File: config.mk
export PLATFORM = sky130hd
export DESIGN_NAME = multicycle_control
export DESIGN_NICKNAME = d
export VERILOG_FILES = /design/src/rtl/mips_ctrl_pkg.sv /design/src/rtl/multicycle_control.sv
export SDC_FILE = /design/constraint.sdc
export NUM_CORES = 1
export LEC_CHECK = 0
export CAP_MARGIN = 0
export CELL_PAD_IN_SITES_DETAIL_PLACEMENT = 1
export CELL_PAD_IN_SITES_GLOBAL_PLACEMENT = 1
export CORE_MARGIN = 10
export CORE_UTILIZATION = 38
export CTS_CLUSTER_SIZE = 25
export DETAILED_ROUTE_END_ITERATION = 12
export GPL_TIMING_DRIVEN = 0
export PLACE_DENSITY_LB_ADDON = 0.1
export SYNTH_ARGS = -nofsm -noshare
export SYNTH_HDL_FRONTEND = slang
export SYNTH_SLANG_ARGS = --single-unit
export TNS_END_PERCENT = 5
File: constraint.sdc
create_clock -name clk -period 3.4 [get_ports clk]
set_clock_uncertainty 0.2 [all_clocks]
set_input_delay 0.51 -clock clk [delete_from_list [all_inputs] [get_ports clk]]
set_output_delay 0.51 -clock clk [all_outputs]
set_load 0.01 [all_outputs]
File: src/rtl/mips_ctrl_pkg.sv
// mips_ctrl_pkg -- shared encodings for the multicycle MIPS control path.
//   State codes, opcode constants and ALUOp codes used by multicycle_control
//   and by the ALU control decoder (alu_ctrl helper below).
// Optional feature macro: MULTICYCLE_CONTROL_JUMP_EN adds the JUMP state and
//   the j opcode; without it state 11 does not exist and j decodes as illegal.
package mips_ctrl_pkg;

  // FSM state codes (also exported on the debug 'state' port)
  typedef enum logic [3:0] {
    S_FETCH    = 4'd0,
    S_DECODE   = 4'd1,
    S_MEMADR   = 4'd2,
    S_MEMRD    = 4'd3,
    S_MEMWB    = 4'd4,
    S_MEMWR    = 4'd5,
    S_RTYPE_EX = 4'd6,
    S_RTYPE_WB = 4'd7,
    S_BEQ      = 4'd8,
    S_ADDI_EX  = 4'd9,
    S_ADDI_WB  = 4'd10
`ifdef MULTICYCLE_CONTROL_JUMP_EN
    ,S_JUMP    = 4'd11
`endif
  } state_e;

  // Opcodes
  localparam logic [5:0] OP_RTYPE = 6'b000000;
  localparam logic [5:0] OP_LW    = 6'b100011;
  localparam logic [5:0] OP_SW    = 6'b101011;
  localparam logic [5:0] OP_BEQ   = 6'b000100;
  localparam logic [5:0] OP_ADDI  = 6'b001000;
  localparam logic [5:0] OP_J     = 6'b000010;

  // ALUOp codes consumed by the ALU control decoder
  localparam logic [1:0] ALUOP_ADD   = 2'b00;
  localparam logic [1:0] ALUOP_SUB   = 2'b01;
  localparam logic [1:0] ALUOP_FUNCT = 2'b10;

  // ALU B-operand select
  localparam logic [1:0] SRCB_REG  = 2'b00;
  localparam logic [1:0] SRCB_FOUR = 2'b01;
  localparam logic [1:0] SRCB_IMM  = 2'b10;
  localparam logic [1:0] SRCB_BOFS = 2'b11;  // sign-extended imm << 2

  // PC source select
  localparam logic [1:0] PCSRC_ALU  = 2'b00;
  localparam logic [1:0] PCSRC_OUT  = 2'b01;  // registered ALUOut (branch target)
  localparam logic [1:0] PCSRC_JUMP = 2'b10;

  // ALU operation codes produced by the ALU control decoder
  localparam logic [3:0] ALU_AND = 4'b0000;
  localparam logic [3:0] ALU_OR  = 4'b0001;
  localparam logic [3:0] ALU_ADD = 4'b0010;
  localparam logic [3:0] ALU_SUB = 4'b0110;
  localparam logic [3:0] ALU_SLT = 4'b0111;

  // ALU control decoder: ALUOp from the main FSM plus instruction funct field.
  function automatic logic [3:0] alu_ctrl(input logic [1:0] aluop,
                                          input logic [5:0] funct);
    logic [3:0] r;
    r = ALU_ADD;
    case (aluop)
      ALUOP_ADD: r = ALU_ADD;
      ALUOP_SUB: r = ALU_SUB;
      default: begin
        case (funct)
          6'b100000: r = ALU_ADD;
          6'b100010: r = ALU_SUB;
          6'b100100: r = ALU_AND;
          6'b100101: r = ALU_OR;
          6'b101010: r = ALU_SLT;
          default:   r = ALU_ADD;
        endcase
      end
    endcase
    return r;
  endfunction

endpackage

File: src/rtl/multicycle_control.sv
// multicycle_control -- Moore control FSM for a multicycle MIPS datapath.
//   Ports:
//     clk, rst          clock, synchronous active-high reset
//     opcode[5:0]       instruction opcode, sampled and latched in DECODE
//     mem_ready         memory handshake; access completes in the cycle it is 1
//     IRWrite..RegWrite single-bit datapath controls
//     ALUSrcB, PCSrc, ALUOp  2-bit datapath selects
//     illegal           one-cycle pulse on unsupported opcode in DECODE
//     retired[CNT_W-1:0] count of completed instructions (wraps)
//     state[3:0]        current state code, debug only
//   Optional feature macro: MULTICYCLE_CONTROL_JUMP_EN enables the j instruction.
module multicycle_control
  import mips_ctrl_pkg::*;
#(
  parameter int CNT_W = 32
) (
  input  logic             clk,
  input  logic             rst,
  input  logic [5:0]       opcode,
  input  logic             mem_ready,
  output logic             IRWrite,
  output logic             PCWrite,
  output logic             Branch,
  output logic             MemWrite,
  output logic             IorD,
  output logic             ALUSrcA,
  output logic             RegDst,
  output logic             MemtoReg,
  output logic             RegWrite,
  output logic [1:0]       ALUSrcB,
  output logic [1:0]       PCSrc,
  output logic [1:0]       ALUOp,
  output logic             illegal,
  output logic [CNT_W-1:0] retired,
  output logic [3:0]       state
);

  state_e           state_q, state_d;
  logic [5:0]       opc_q, opc_d;
  logic [CNT_W-1:0] retired_q;
  logic             retire;   // this cycle completes an instruction
  logic             bad_op;   // DECODE saw an unsupported opcode

  // Next-state logic
  always_comb begin
    state_d = state_q;
    opc_d   = opc_q;
    retire  = 1'b0;
    bad_op  = 1'b0;
    case (state_q)
      S_FETCH:  if (mem_ready) state_d = S_DECODE;
      S_DECODE: begin
        opc_d = opcode;
        case (opcode)
          OP_LW, OP_SW: state_d = S_MEMADR;
          OP_RTYPE:     state_d = S_RTYPE_EX;
          OP_BEQ:       state_d = S_BEQ;
          OP_ADDI:      state_d = S_ADDI_EX;
`ifdef MULTICYCLE_CONTROL_JUMP_EN
          OP_J:         state_d = S_JUMP;
`endif
          default: begin
            state_d = S_FETCH;
            bad_op  = 1'b1;
          end
        endcase
      end
      // Load/store split uses the latched opcode; the live input may already
      // carry the next instruction's bits.
      S_MEMADR:   state_d = (opc_q == OP_LW) ? S_MEMRD : S_MEMWR;
      S_MEMRD:    if (mem_ready) state_d = S_MEMWB;
      S_MEMWB:    begin state_d = S_FETCH; retire = 1'b1; end
      S_MEMWR:    if (mem_ready) begin state_d = S_FETCH; retire = 1'b1; end
      S_RTYPE_EX: state_d = S_RTYPE_WB;
      S_RTYPE_WB: begin state_d = S_FETCH; retire = 1'b1; end
      S_BEQ:      begin state_d = S_FETCH; retire = 1'b1; end
      S_ADDI_EX:  state_d = S_ADDI_WB;
      S_ADDI_WB:  begin state_d = S_FETCH; retire = 1'b1; end
`ifdef MULTICYCLE_CONTROL_JUMP_EN
      S_JUMP:     begin state_d = S_FETCH; retire = 1'b1; end
`endif
      default:    state_d = S_FETCH;
    endcase
  end

  always_ff @(posedge clk) begin
    if (rst) begin
      state_q   <= S_FETCH;
      opc_q     <= '0;
      retired_q <= '0;
    end else begin
      state_q <= state_d;
      opc_q   <= opc_d;
      if (retire) retired_q <= retired_q + CNT_W'(1);
    end
  end

  // Output decode: a function of state only, with mem_ready gating the
  // fetch write-enables and rst blanking every state-changing strobe.
  logic ir_w, pc_w, br, mem_w, reg_w;

  always_comb begin
    ir_w     = 1'b0;
    pc_w     = 1'b0;
    br       = 1'b0;
    mem_w    = 1'b0;
    reg_w    = 1'b0;
    IorD     = 1'b0;
    ALUSrcA  = 1'b0;
    RegDst   = 1'b0;
    MemtoReg = 1'b0;
    ALUSrcB  = SRCB_REG;
    PCSrc    = PCSRC_ALU;
    ALUOp    = ALUOP_ADD;
    case (state_q)
      S_FETCH: begin
        ALUSrcB = SRCB_FOUR;
        ir_w    = mem_ready;
        pc_w    = mem_ready;
      end
      S_DECODE:   ALUSrcB = SRCB_BOFS;
      S_MEMADR: begin
        ALUSrcA = 1'b1;
        ALUSrcB = SRCB_IMM;
      end
      S_MEMRD:    IorD = 1'b1;
      S_MEMWB: begin
        MemtoReg = 1'b1;
        reg_w    = 1'b1;
      end
      S_MEMWR: begin
        IorD  = 1'b1;
        mem_w = 1'b1;
      end
      S_RTYPE_EX: begin
        ALUSrcA = 1'b1;
        ALUOp   = ALUOP_FUNCT;
      end
      S_RTYPE_WB: begin
        RegDst = 1'b1;
        reg_w  = 1'b1;
      end
      S_BEQ: begin
        ALUSrcA = 1'b1;
        ALUOp   = ALUOP_SUB;
        PCSrc   = PCSRC_OUT;
        br      = 1'b1;
      end
      S_ADDI_EX: begin
        ALUSrcA = 1'b1;
        ALUSrcB = SRCB_IMM;
      end
      S_ADDI_WB:  reg_w = 1'b1;
`ifdef MULTICYCLE_CONTROL_JUMP_EN
      S_JUMP: begin
        PCSrc = PCSRC_JUMP;
        pc_w  = 1'b1;
      end
`endif
      default: ;
    endcase
  end

  assign IRWrite  = ir_w  & ~rst;
  assign PCWrite  = pc_w  & ~rst;
  assign Branch   = br    & ~rst;
  assign MemWrite = mem_w & ~rst;
  assign RegWrite = reg_w & ~rst;
  assign illegal  = bad_op & ~rst;
  assign retired  = retired_q;
  assign state    = state_q;

endmodule

==> reports/results.txt, run 1 <==
Status: complete, no violations
CTS HTree Levels: 2
DP Wirelength: 5.149 mm
CTS Root Buffer Type: clkbuf_8
Met2 WL: 3.192 mm
Layout cells sized above 1: 6.509%
Worst-case clock buffer depth: 2
Hold Buf Count CTS: 0
Non-filler instance count after layout: 410
Initial Utilization: 39.98%
Sequential power share: 55.9%
Worst Tran Pin Value: 0.6990 ns
Max cap viols: 0
Number of unique standard cell types used by synthesis: 46
Logic pwr share: 9.1%
Die width: 96.82 µm
Fraction of registers with async set/reset: 0%
CTS buffer count: 5
CTS resizes: 0
Main synth FF type: dfxtp_1
Syn. warnings: 0
Setup bufs post-CTS: 0
Worst Path Arrival: 2.47 ns
Final min period: 3.178 ns
Data required time of the worst path: 2.69 ns
Met3 wire len: 417 µm
Detailed-route DRC error count: 0
Dominant cells by area after synthesis: dfxtp_1, xor2_1, nor2_1, o2111ai_1, a21oi_1
Tot GR Track Use: 14.14%
Fin worst setup slack: 0.2222 ns
Rel. slew slack: 53.04%
Core area: 0.005608 mm²
Die Y: 96.82 µm
Maximum VDD drop: 0.1384 mV
Seq cells post-synth: 42
Switch share: 24.67%
Syn avg cell area: 8.243 µm²
Largest area contributor in the netlist: dfxtp_1
Clock transition at path regs: 0.08 ns
Final slew viol count: 0
Worst Setup Slack post-DPL: 0.1695 ns
Antenna cells: 0
Total grt overflow: 0
Final Core Density: 53.48%
Top cell type's share of synthesized area: 37.50%
Via/cell ratio: 5.537
Nets: 348
Commonest non-fill, non-tap cells in the layout: clkdlybuf4s50_1, dfxtp_1, nor2_1
Total negative slack: 0 ns
CTS tree: done
Filler Cell Count: 690
Vias: 2270
Uppermost layer routed: met4
DR iter-0 viols: 93
Crit-path max FO: 10
Die Area: 0.009373 mm²
FMAX: 314.7 MHz
Largest net degree at the start of global routing: 12
Cell internal pwr: 674.3 µW
Register-to-Register Path Depth: 6
Syn Inst Count: 272
Seq/Total Area, Yosys: 37.50%
Crit path launch type: input pin
Switching power: 220.8 µW
Final period utilization: 93.46%
Hold Path Class: flop to flop
Routed wire length: 6.792 mm
Initial antenna violation count: 0
Detail Route Antenna Nets: 0
Design area: 0.002999 mm²
CP Class: input pin to primary output
Pre-Repair DR Iteration Count: 4
Area delta synth->final: 33.76%
Hold Path Stages: 2
RSZ-0062 raised after global routing: false
DR WL/cell: 16.57 µm
Num rows: 27
Final Hold Fails: 0
Wire length of the first global-routing pass: 11.58 mm
P_leak: 0.001042 µW
Skew-Pair Late Insertion Delay: 0.29 ns
WL met1: 3.141 mm
Ports: 61
Pwr dens: 298.5 mW/mm²
Crit. End Element: primary output
I/O Buffers: 59
Area of the mapped netlist: 0.002242 mm²
Leading cell type in the layout, fill and taps excluded: clkdlybuf4s50_1
Vias in the first global route: 2315
Clock network fraction of total power: 35.0%
Placed inst area: 0.002923 mm²
Inst Count DP: 403
EDFF count, synth: 0
Endpoints failing setup: 0
Clk sinks: 42
Synthesized Nets: 282
Gp weighted congestion: 0.7854
[critical path, stage by stage]
cell and delay [ns]:
clkdlybuf4s50_1 0.50, clkbuf_1 0.39, clkbuf_1 0.44, nor2_1 0.12
clkdlybuf4s50_1 0.50
[path summary, 6_finish.rpt]
check	startpoint	end	slack, ns
worst min-delay path	opc_q[5]	opc_q[5]	0.27
worst max register to register	retired[3]	retired[30]	1.09
worst min register to register	opc_q[5]	opc_q[5]	0.27
worst max-delay path	rst	RegWrite	0.22
[metal layers]
layer | GRT usage [%] | vias to the layer above
li1 | - | 1115
met1 | 17.43 | 1106
met2 | 23.06 | 44
met3 | 4.968 | 5
met4 | 2.931 | 0
met5 | 0 | -
[registers in the layout, indices dropped and copies added (netlist names)]
register,flops
state,4
opc_q,6
retired,32
[area by class of cell]
cell class                      instances  area, µm²  share of cell area [%]
Multi-Input combinational cell        204       1270                   42.34
Sequential cell                        42      840.8                   28.03
Timing Repair Buffer                   59      590.6                   19.69
Buffer                                 20      108.9                   3.630
Tap cell                               72      90.09                   3.004
Clock buffer                            7      76.32                   2.545
Inverter                                6      22.52                  0.7509
[cell families (layout without fill, tap and decap cells)]
group / after synthesis / count (layout) / share of synthesized area (%)
buffers and inverters: 26 / 92 / 5.859
AO/OA/AOI/OAI: 61 / 61 / 18.08
AND/OR/NAND/NOR: 115 / 115 / 27.45
adder cells (fa/ha/maj): 1 / 1 / 0.5579
flip-flops: 42 / 42 / 37.50
multiplexers: 2 / 2 / 1.004
other: 1 / 1 / 0.1673
XOR/XNOR: 24 / 24 / 9.375
[cell usage after synthesis (3+ instances only)]
master,n
and4_1,4
nand3_1,6
dfxtp_1,42
buf_4,4
o2111ai_1,12
and3_1,7
or3_1,8
a21oi_1,20
xor2_1,22
nor3_1,11
o211ai_1,4
o21ai_0,12
nor4_1,5
inv_1,6
nand2b_1,5
nand4_1,5
buf_2,3
nand2_1,17
clkbuf_1,10
nor2_1,35
[power by group through the flow]
stage / Sequential [µW] / Combinational, µW / Clock [µW]
floorplan: 512 / 44.9 / 0
global placement: 512 / 80.0 / 0
detailed placement: 512 / 81.9 / 0
CTS: 501 / 82.2 / 320
global route: 502 / 90.4 / 340
finish: 501 / 81.5 / 313
[per-stage QoR]
stage	total power [µW]	hold WS (ns)
detailed placement	594.4	0.2604
global placement	592.2	0.2466
floorplan	557.4	0.2316
CTS	903.3	0.2713
global route	932.0	0.2867
finish	895.2	0.2659
(Power assumes the default switching activity.)
==> inputs of run 2 (changes only) <==
--- a/config.mk
+++ b/config.mk
@@ -5,6 +5,7 @@
 export SDC_FILE = /design/constraint.sdc
 export NUM_CORES = 1
 export LEC_CHECK = 0
+export ABC_CLOCK_PERIOD_IN_PS = 3400
 export CAP_MARGIN = 0
 export CELL_PAD_IN_SITES_DETAIL_PLACEMENT = 1
 export CELL_PAD_IN_SITES_GLOBAL_PLACEMENT = 1
==> results of run 2 <==
Same layout as run 1: the final DEF is identical, and so are final timing and power.
==> inputs of run 3 (changes only) <==
--- a/config.mk
+++ b/config.mk
@@ -13,6 +13,7 @@
 export CORE_UTILIZATION = 38
 export CTS_CLUSTER_SIZE = 25
 export DETAILED_ROUTE_END_ITERATION = 12
+export GPL_ROUTABILITY_DRIVEN = 0
 export GPL_TIMING_DRIVEN = 0
 export PLACE_DENSITY_LB_ADDON = 0.1
 export SYNTH_ARGS = -nofsm -noshare
==> results of run 3 <==
Same layout as run 1: the final DEF is identical, and so are final timing and power.
